$ cat config.mk
export PLATFORM = sky130hd
export DESIGN_NAME = seg_scroll
export DESIGN_NICKNAME = d
export VERILOG_FILES = /design/src/rtl/seg_pkg.sv /design/src/rtl/seg_tick_div.sv /design/src/rtl/seg_scroll.sv
export SDC_FILE = /design/constraint.sdc
export NUM_CORES = 1
export LEC_CHECK = 0
export ABC_AREA = 1
export CAP_MARGIN = 25
export CORE_MARGIN = 2
export CORE_UTILIZATION = 62
export DETAILED_ROUTE_END_ITERATION = 10
export PLACE_DENSITY = 0.93
export SLEW_MARGIN = 0
export SYNTH_ARGS = -nofsm -noshare
export SYNTH_HDL_FRONTEND = slang
export SYNTH_SLANG_ARGS = --single-unit
export TNS_END_PERCENT = 5
$ cat constraint.sdc
create_clock -name clk -period 5.5 [get_ports clk]
set_input_delay 1.1 -clock clk [delete_from_list [all_inputs] [get_ports clk]]
set_output_delay 1.1 -clock clk [all_outputs]
set_load 0.05 [all_outputs]
$ cat src/rtl/seg_pkg.sv
// rtl/seg_pkg.sv - glyph type, segment bit order and glyph constants shared by seg_scroll
package seg_pkg;

    typedef logic [7:0] glyph_t;

    // Glyph bit order, active-high: bit 7 = segment a down to bit 0 = decimal point
    localparam int SEG_BIT_A  = 7;
    localparam int SEG_BIT_B  = 6;
    localparam int SEG_BIT_C  = 5;
    localparam int SEG_BIT_D  = 4;
    localparam int SEG_BIT_E  = 3;
    localparam int SEG_BIT_F  = 2;
    localparam int SEG_BIT_G  = 1;
    localparam int SEG_BIT_DP = 0;

    localparam glyph_t SEG_BLANK   = 8'h00;
    localparam glyph_t SEG_DIGIT_0 = 8'hFC;
    localparam glyph_t SEG_DIGIT_1 = 8'h60;
    localparam glyph_t SEG_DIGIT_2 = 8'hDA;
    localparam glyph_t SEG_DIGIT_3 = 8'hF2;
    localparam glyph_t SEG_DIGIT_4 = 8'h66;
    localparam glyph_t SEG_DIGIT_5 = 8'hB6;
    localparam glyph_t SEG_DIGIT_6 = 8'hBE;
    localparam glyph_t SEG_DIGIT_7 = 8'hE0;
    localparam glyph_t SEG_DIGIT_8 = 8'hFE;
    localparam glyph_t SEG_DIGIT_9 = 8'hF6;

endpackage

$ cat src/rtl/seg_tick_div.sv
// rtl/seg_tick_div.sv - free-running divider, tick high while count == TICK_DIV-1
module seg_tick_div #(
    parameter int TICK_DIV = 500000
) (
    input  logic clk,
    input  logic rst_n,
    output logic tick
);
    import seg_pkg::*;

    localparam int CW = $clog2(TICK_DIV);
    localparam logic [CW-1:0] LAST = CW'(TICK_DIV - 1);

    logic [CW-1:0] cnt_q;
    logic [CW-1:0] cnt_d;

    always_comb begin
        cnt_d = (cnt_q == LAST) ? '0 : cnt_q + CW'(1);
    end

    always_ff @(posedge clk or negedge rst_n) begin
        if (!rst_n) begin
            cnt_q <= '0;
        end else begin
            cnt_q <= cnt_d;
        end
    end

    assign tick = (cnt_q == LAST);

endmodule

$ cat src/rtl/seg_scroll.sv
// rtl/seg_scroll.sv - scrolling 7-segment message display; define SEG_SCROLL_BLINK_EN for blank-blink
module seg_scroll #(
    parameter int NUM_DIGITS = 8,
    parameter int MSG_LEN    = 16,
    parameter int TICK_DIV   = 500000
) (
    input  logic                        clk,
    input  logic                        rst_n,
    input  logic                        wr_en,
    input  logic [$clog2(MSG_LEN)-1:0]  wr_addr,
    input  logic [7:0]                  wr_data,
    input  logic                        run,
    input  logic                        dir,
    input  logic                        step,
    input  logic                        blink,
    output logic [NUM_DIGITS*8-1:0]     o_seg,
    output logic [$clog2(MSG_LEN)-1:0]  o_offset,
    output logic                        o_wrap
);
    import seg_pkg::*;

    localparam int AW = $clog2(MSG_LEN);
    localparam logic [AW-1:0] LAST_IDX = AW'(MSG_LEN - 1);

    logic                    tick;
    logic                    advance;
    logic                    blank;
    logic [AW-1:0]           offset_q;
    logic [AW-1:0]           offset_d;
    logic                    wrap_q;
    logic                    wrap_d;
    logic [NUM_DIGITS*8-1:0] seg_q;
    logic [NUM_DIGITS*8-1:0] seg_d;
    glyph_t                  buf_q [MSG_LEN];
    glyph_t                  buf_d [MSG_LEN];

    seg_tick_div #(
        .TICK_DIV(TICK_DIV)
    ) u_tick_div (
        .clk  (clk),
        .rst_n(rst_n),
        .tick (tick)
    );

    // offset + i never reaches 2*MSG_LEN, so one conditional subtract is an exact modulo
    function automatic logic [AW-1:0] rd_idx(input logic [AW-1:0] off, input int i);
        int s;
        s = int'(off) + i;
        if (s >= MSG_LEN) begin
            s = s - MSG_LEN;
        end
        return AW'(s);
    endfunction

    assign advance = (tick && run) || step;

    always_comb begin
        offset_d = offset_q;
        wrap_d   = 1'b0;
        if (advance) begin
            if (!dir) begin
                wrap_d   = (offset_q == LAST_IDX);
                offset_d = wrap_d ? '0 : offset_q + AW'(1);
            end else begin
                wrap_d   = (offset_q == '0);
                offset_d = wrap_d ? LAST_IDX : offset_q - AW'(1);
            end
        end
    end

    always_comb begin
        buf_d = buf_q;
        if (wr_en && (int'(wr_addr) < MSG_LEN)) begin
            buf_d[wr_addr] = wr_data;
        end
    end

`ifdef SEG_SCROLL_BLINK_EN
    logic phase_q;
    logic phase_d;

    always_comb begin
        phase_d = tick ? ~phase_q : phase_q;
    end

    always_ff @(posedge clk or negedge rst_n) begin
        if (!rst_n) begin
            phase_q <= 1'b0;
        end else begin
            phase_q <= phase_d;
        end
    end

    assign blank = blink && phase_q;
`else
    logic unused_blink;
    assign unused_blink = blink;
    assign blank        = 1'b0;
`endif

    // Output is active-low, so a blanked display is all ones
    always_comb begin
        seg_d = '1;
        if (!blank) begin
            for (int i = 0; i < NUM_DIGITS; i++) begin
                seg_d[8*i +: 8] = ~buf_q[rd_idx(offset_q, i)];
            end
        end
    end

    always_ff @(posedge clk or negedge rst_n) begin
        if (!rst_n) begin
            offset_q <= '0;
            wrap_q   <= 1'b0;
            seg_q    <= '1;
            buf_q    <= '{default: SEG_BLANK};
        end else begin
            offset_q <= offset_d;
            wrap_q   <= wrap_d;
            seg_q    <= seg_d;
            buf_q    <= buf_d;
        end
    end

    assign o_seg    = seg_q;
    assign o_offset = offset_q;
    assign o_wrap   = wrap_q;

endmodule

==> flow_summary.ini, run 1 <==
[timing]
worstMarginPinSlew_ns = 1.07
clock.fmax_mhz = 239
finalMaxSlewViolations = 0
fin_skew_ns = 0.0139
final-setup-viol-count = 0
hold_violations = 0
period_minus_slack_ns = 4.18
fin_crit_sh_pct = 76.0
holdWs_ns = 0.459
fin_setup_tns_ns = 0
rsz0062_at_grt = no
max_slew_margin_pct = 28.8

[clock_tree]
htreeDepth = 1
clock-root-buffer = clkbuf_16
clk_pin_slew_worst_paths_ns = 0.06
cts_num_sinks = 216
insertion_delay_ns = 0.53
ctsResizeCount = 0
post_cts.repair.setup_buffers = 0
clockBufferDepth = 3
cts_tree = done
postCtsHoldBufs = 0
cts-buffers-inserted = 23

[pwr]
p_per_area_nw_per_um2 = 750
max-vdd-ir-drop_uv = 353
power_mw = 11.0
leakagePower_nw = 6.84

[drt]
drc = 0
ant_nets = 0
wl_mm = 40.9
drt_iter0_markers = 1699
num_vias = 13500
first_pass_iters = 6
wl_per_cell_um = 19.3
via_per_inst = 6.35

[grt]
grt_pass1_wl_mm = 64.2
globalRouteOverflowTotal = 0
grt_max_degree = 123
grt_use_total_pct = 37.1
grt_pass1_vias = 12300
antenna_found_initial = 1

[logic_synthesis]
synth_seq_cells = 216
ys_seq_area_share_pct = 41.9
syn_area_um2 = 13100
synth-main-ff-cell = dfrtp_1
syn_area_per_cell_um2 = 7.22
synth_edf_count = 0
ys_types = 36
async_reset_ff_share_pct = 100
yosysWarnings = 0
netlist_instances = 1815
syn_nets = 1844

[setup_path]
critPathCaptureType = flip-flop
required_ns = 5.94
r2r_end = o_seg[15]
r2r_slack_ns = 1.32
r2r-start = o_offset[0]
cp-start-kind = flip-flop
crit_arrival_ns = 4.62
path_class = reg -> reg
ff2ff_path_depth = 8
crit_fanout = 62

[placement]
gp_congestion = 0.971
dpl_cell_area_um2 = 13900
dp.final_hpwl_mm = 28.3
io_buffers = 86

[finish]
area_delta_synth_final_pct = 11.8
final_common_cell = nand2_1
fin_area_um2 = 14700
final_nets = 1859
antenna-diode-count = 0
final_cell_mix = nand2_1 (535), nand3_1 (417), o21ai_0 (173)
drive_gt1_share_pct = 11.2
fillers = 1650

[floorplan]
core_um2 = 20900
die_y_um = 149
die-area_um2 = 22300
io_pins = 88
start_util_pct = 62.7
die_w_um = 149
row_count = 53

[run]
cap_violations = 0

[run_status]
status = finished, final reports clean

[min_path]
hold_path_class = reg -> reg
min_path_cells = 1
whs_endpoint = u_tick_div.cnt_q[0]
hp-start = u_tick_div.cnt_q[0]
synth_stat cells (3+ instances only):
library cell | number | area (um^2)
clkbuf_1 | 52 | 195
dfrtp_1 | 152 | 3800
nand2_1 | 535 | 2010
nand2_2 | 6 | 37.5
inv_1 | 74 | 278
nor2_1 | 38 | 143
nor3_1 | 4 | 20.0
or2_1 | 58 | 363
xor2_2 | 3 | 48.8
nand4_1 | 9 | 56.3
dfstp_2 | 64 | 1680
inv_2 | 8 | 30.0
ha_1 | 10 | 125
buf_4 | 3 | 22.5
buf_6 | 12 | 135
buf_2 | 31 | 155
buf_1 | 13 | 48.8
nand3_1 | 417 | 2090
o21ai_2 | 25 | 219
o21ai_1 | 65 | 325
a21oi_1 | 5 | 25.0
o21ai_0 | 173 | 866
xor2_1 | 8 | 70.1
or2_2 | 38 | 238
flip-flops by register name (all words and copies together) (netlist names):
name and cells:
o_seg 64, o_offset 4, u_tick_div.cnt_q 19, o_wrap 1
buf_q 128
worst max-delay path, stage by stage (launching register included):
cell and delay, ns:
dfrtp_4 0.80, clkinv_2 0.85, ha_2 0.67, clkinv_1 0.81, buf_4 0.54, nand2_1 0.12
nand3_1 0.10, nand3_1 0.10, nand2_1 0.07
metrics by stage:
stage                     cells  utilization, %  setup slack [ns]
final                      2122            70.1              1.32
after global routing       2122            70.1              1.09
after CTS                  2118            69.8              1.45
after floorplan            1815               -              2.96
after detailed placement   2076            66.4              1.47
after global placement     2076            66.4              1.54
layout make-up:
class	instances	area, um^2	area share (%)
clock buffers	35	671	4.58
clock inverters	7	40.0	0.273
inverters	84	319	2.18
multi-input cells	1403	6740	46.0
flip-flops and latches	216	5490	37.5
well taps	275	344	2.35
repair buffers	102	1040	7.12
cells by family (layout without fill, tap and decap cells):
family / after synthesis / in the layout / share of synthesized area, %
and+or+nand+nor: 1111 / 1111 / 38.2
buffers and inverters: 196 / 228 / 6.71
AOI/OAI and AO/OA: 269 / 269 / 11.1
adders and majority gates: 10 / 10 / 0.955
xor gates and xnor gates: 13 / 13 / 1.18
DFF: 216 / 216 / 41.9
power breakdown:
group	switching (mW)	internal [mW]
Clock	0.645	0.841
Sequential	0.300	2.28
Combinational	4.84	2.08
how the worst max path moves through the flow:
stage / start / endpoint
finish: o_offset[0] / o_seg[15]
global route: o_offset[0] / o_offset[1]
CTS: o_offset[0] / o_seg[15]
detailed placement: o_offset[0] / o_seg[15]
global placement: o_offset[0] / o_seg[58]
floorplan: o_offset[1] / o_seg[30]
per-layer routing:
layer / routed length [um] / GRT usage, % / share of wire (%)
met1: 14600 / 47.1 / 36
met2: 18100 / 57.2 / 44
met3: 4290 / 5.14 / 10
met4: 3910 / 29.3 / 9.5
met5: 0 / 0 / 0
No activity file was read; power rests on OpenSTA's default activity.
==> run 2: changes to the inputs <==
--- a/config.mk
+++ b/config.mk
@@ -8,9 +8,9 @@
 export ABC_AREA = 1
 export CAP_MARGIN = 25
 export CORE_MARGIN = 2
-export CORE_UTILIZATION = 62
+export CORE_UTILIZATION = 60
 export DETAILED_ROUTE_END_ITERATION = 10
-export PLACE_DENSITY = 0.93
+export PLACE_DENSITY = 0.91
 export SLEW_MARGIN = 0
 export SYNTH_ARGS = -nofsm -noshare
 export SYNTH_HDL_FRONTEND = slang
==> constraint.sdc (replaced) <==
create_clock -name clk -period 4.3 [get_ports clk]
set_input_delay 0.86 -clock clk [delete_from_list [all_inputs] [get_ports clk]]
set_output_delay 0.86 -clock clk [all_outputs]
set_load 0.05 [all_outputs]
==> flow_summary.ini, run 2 (synthesis results as in run 1) <==
[floorplan]
die_w_um = 152
die-area_um2 = 23000
row_count = 54
start_util_pct = 60.6
die_y_um = 152
io_pins = 88
core_um2 = 21600

[pwr]
clkPwrFrac_pct = 14.5
internal-power_mw = 6.84
p_per_area_nw_per_um2 = 976
switching_share_pct = 52.6
power_frac_seq_pct = 22.4
leakagePower_nw = 6.90
power_switching_mw = 7.60
power_mw = 14.4
pwr-share-comb_pct = 63.0
max-vdd-ir-drop_uv = 534

[placement]
gp_congestion = 0.969
dp_slack_ns = 1.30
dp.final_hpwl_mm = 28.4
dp.cells = 2085
io_buffers = 86

[run_status]
status = finished, final reports clean

[finish]
final_common_cell = nand2_1
area_delta_synth_final_pct = 12.9
drive_gt1_share_pct = 11.4
largest_reg_flops = 128
fillers = 1748
final_nets = 1863
final_cell_mix = nand2_1 (535), nand3_1 (417), o21ai_0 (173)
final_cells = 2133
regMostFlops = buf_q

[timing]
fin_setup_tns_ns = 0
rsz0062_at_grt = no
period_minus_slack_ns = 3.04
hold_violations = 0
fin_skew_ns = 0.0181
worstMarginPinSlew_ns = 1.01
setup_ws_ns = 1.26
finalMaxSlewViolations = 0
final-setup-viol-count = 0
max_slew_margin_pct = 32.3
fin_crit_sh_pct = 70.6
clock.fmax_mhz = 329

[clock_tree]
clk_pin_slew_worst_paths_ns = 0.06
ctsResizeCount = 0
cts_tree = done
cts_num_sinks = 216
clockBufferDepth = 3
cts-buffers-inserted = 24
clock-root-buffer = clkbuf_16
post_cts.repair.setup_buffers = 0
postCtsHoldBufs = 0
insertion_delay_ns = 0.54
htreeDepth = 1

[min_path]
hold_path_class = in -> async

[setup_path]
path_buf_inv = 3
crit_arrival_ns = 3.50
path_class = reg -> reg
critPathCaptureType = flip-flop
crit_fanout = 43
cp-start-kind = flip-flop
critPathSlowestCell = dfrtp_4
crit_path_max_incr_delay_ns = 0.69
crit_chain = clkinv_2 > ha_2 > clkinv_1 > buf_4 > nand2_1 > nand3_1 > nand3_1 > nand2_1
cp_top_family = buffers and inverters
required_ns = 4.76
r2r_slack_ns = 1.26

[run]
cap_violations = 0

[drt]
top_layer_used = met4
route.met3.wl_mm = 4.54
first_pass_iters = 7
num_vias = 13400
dr_wl_met2_mm = 18.9
via_per_inst = 6.27
wl_mm = 41.6
drc = 0
drt_iter0_markers = 1892
met1_length_mm = 15.2
wl_per_cell_um = 19.5
ant_nets = 0

[grt]
grt_use_total_pct = 36.7
grt_max_degree = 119
antenna_found_initial = 1
grt_pass1_wl_mm = 64.9
grt_pass1_vias = 12300
globalRouteOverflowTotal = 0
-- run 2: cell count changes in the layout (fill, tap and decap cells not counted), sizes merged --
cell    delta
inv        -3
clkbuf     +2
buf        +4
clkinv     +1
diode      +1
bufinv     +1
-- run 2: worst paths after layout --
| kind | from | end | cells after the start |
|---|---|---|---|
| min | rst_n | u_tick_div.cnt_q[17] | 1 |
| max | o_offset[0] | o_seg[63] | 8 |
| min in group clk | u_tick_div.cnt_q[0] | u_tick_div.cnt_q[0] | 1 |
| max in group asynchronous | rst_n | o_seg[19] | 3 |
| min reg2reg | u_tick_div.cnt_q[0] | u_tick_div.cnt_q[0] | 1 |
| max reg2reg | o_offset[0] | o_seg[63] | 8 |
-- run 2: power by group through the flow --
stage	Sequential, mW	Clock [mW]	Combinational [mW]
final	3.24	2.10	9.10
after global routing	3.31	2.20	9.74
after CTS	3.24	2.10	8.65
after detailed placement	3.27	0	8.58
after global placement	3.23	0	8.39
after floorplan	4.43	0	4.96
-- run 2: per-stage QoR --
step | utilization [%] | hold slack, ns | cell area, um^2
5_1_grt | 68.4 | 0.127 | 14800
3_5_place_dp | 64.3 | 0.459 | 13900
2_1_floorplan | - | 0.433 | 13100
3_3_place_gp | 64.3 | 0.452 | 13900
6_report | 68.4 | 0.135 | 14800
4_1_cts | 68.0 | 0.467 | 14700
-- run 2: area by class of cell --
class	instances	area, um^2	share of cell area (%)
repair buffers	105	1080	7.30
flip-flops and latches	216	5490	37.1
clock inverters	6	66.3	0.448
inverters	84	319	2.16
well taps	280	350	2.37
multi-input cells	1403	6740	45.6
diodes	1	2.50	0.0169
clock buffers	38	744	5.03
-- run 2: metal layers --
metal,vias up,GRT usage [%]
met2,847,57.9
met3,190,8.08
li1,6076,-
met5,-,0
met1,6271,46.4
met4,0,22.2
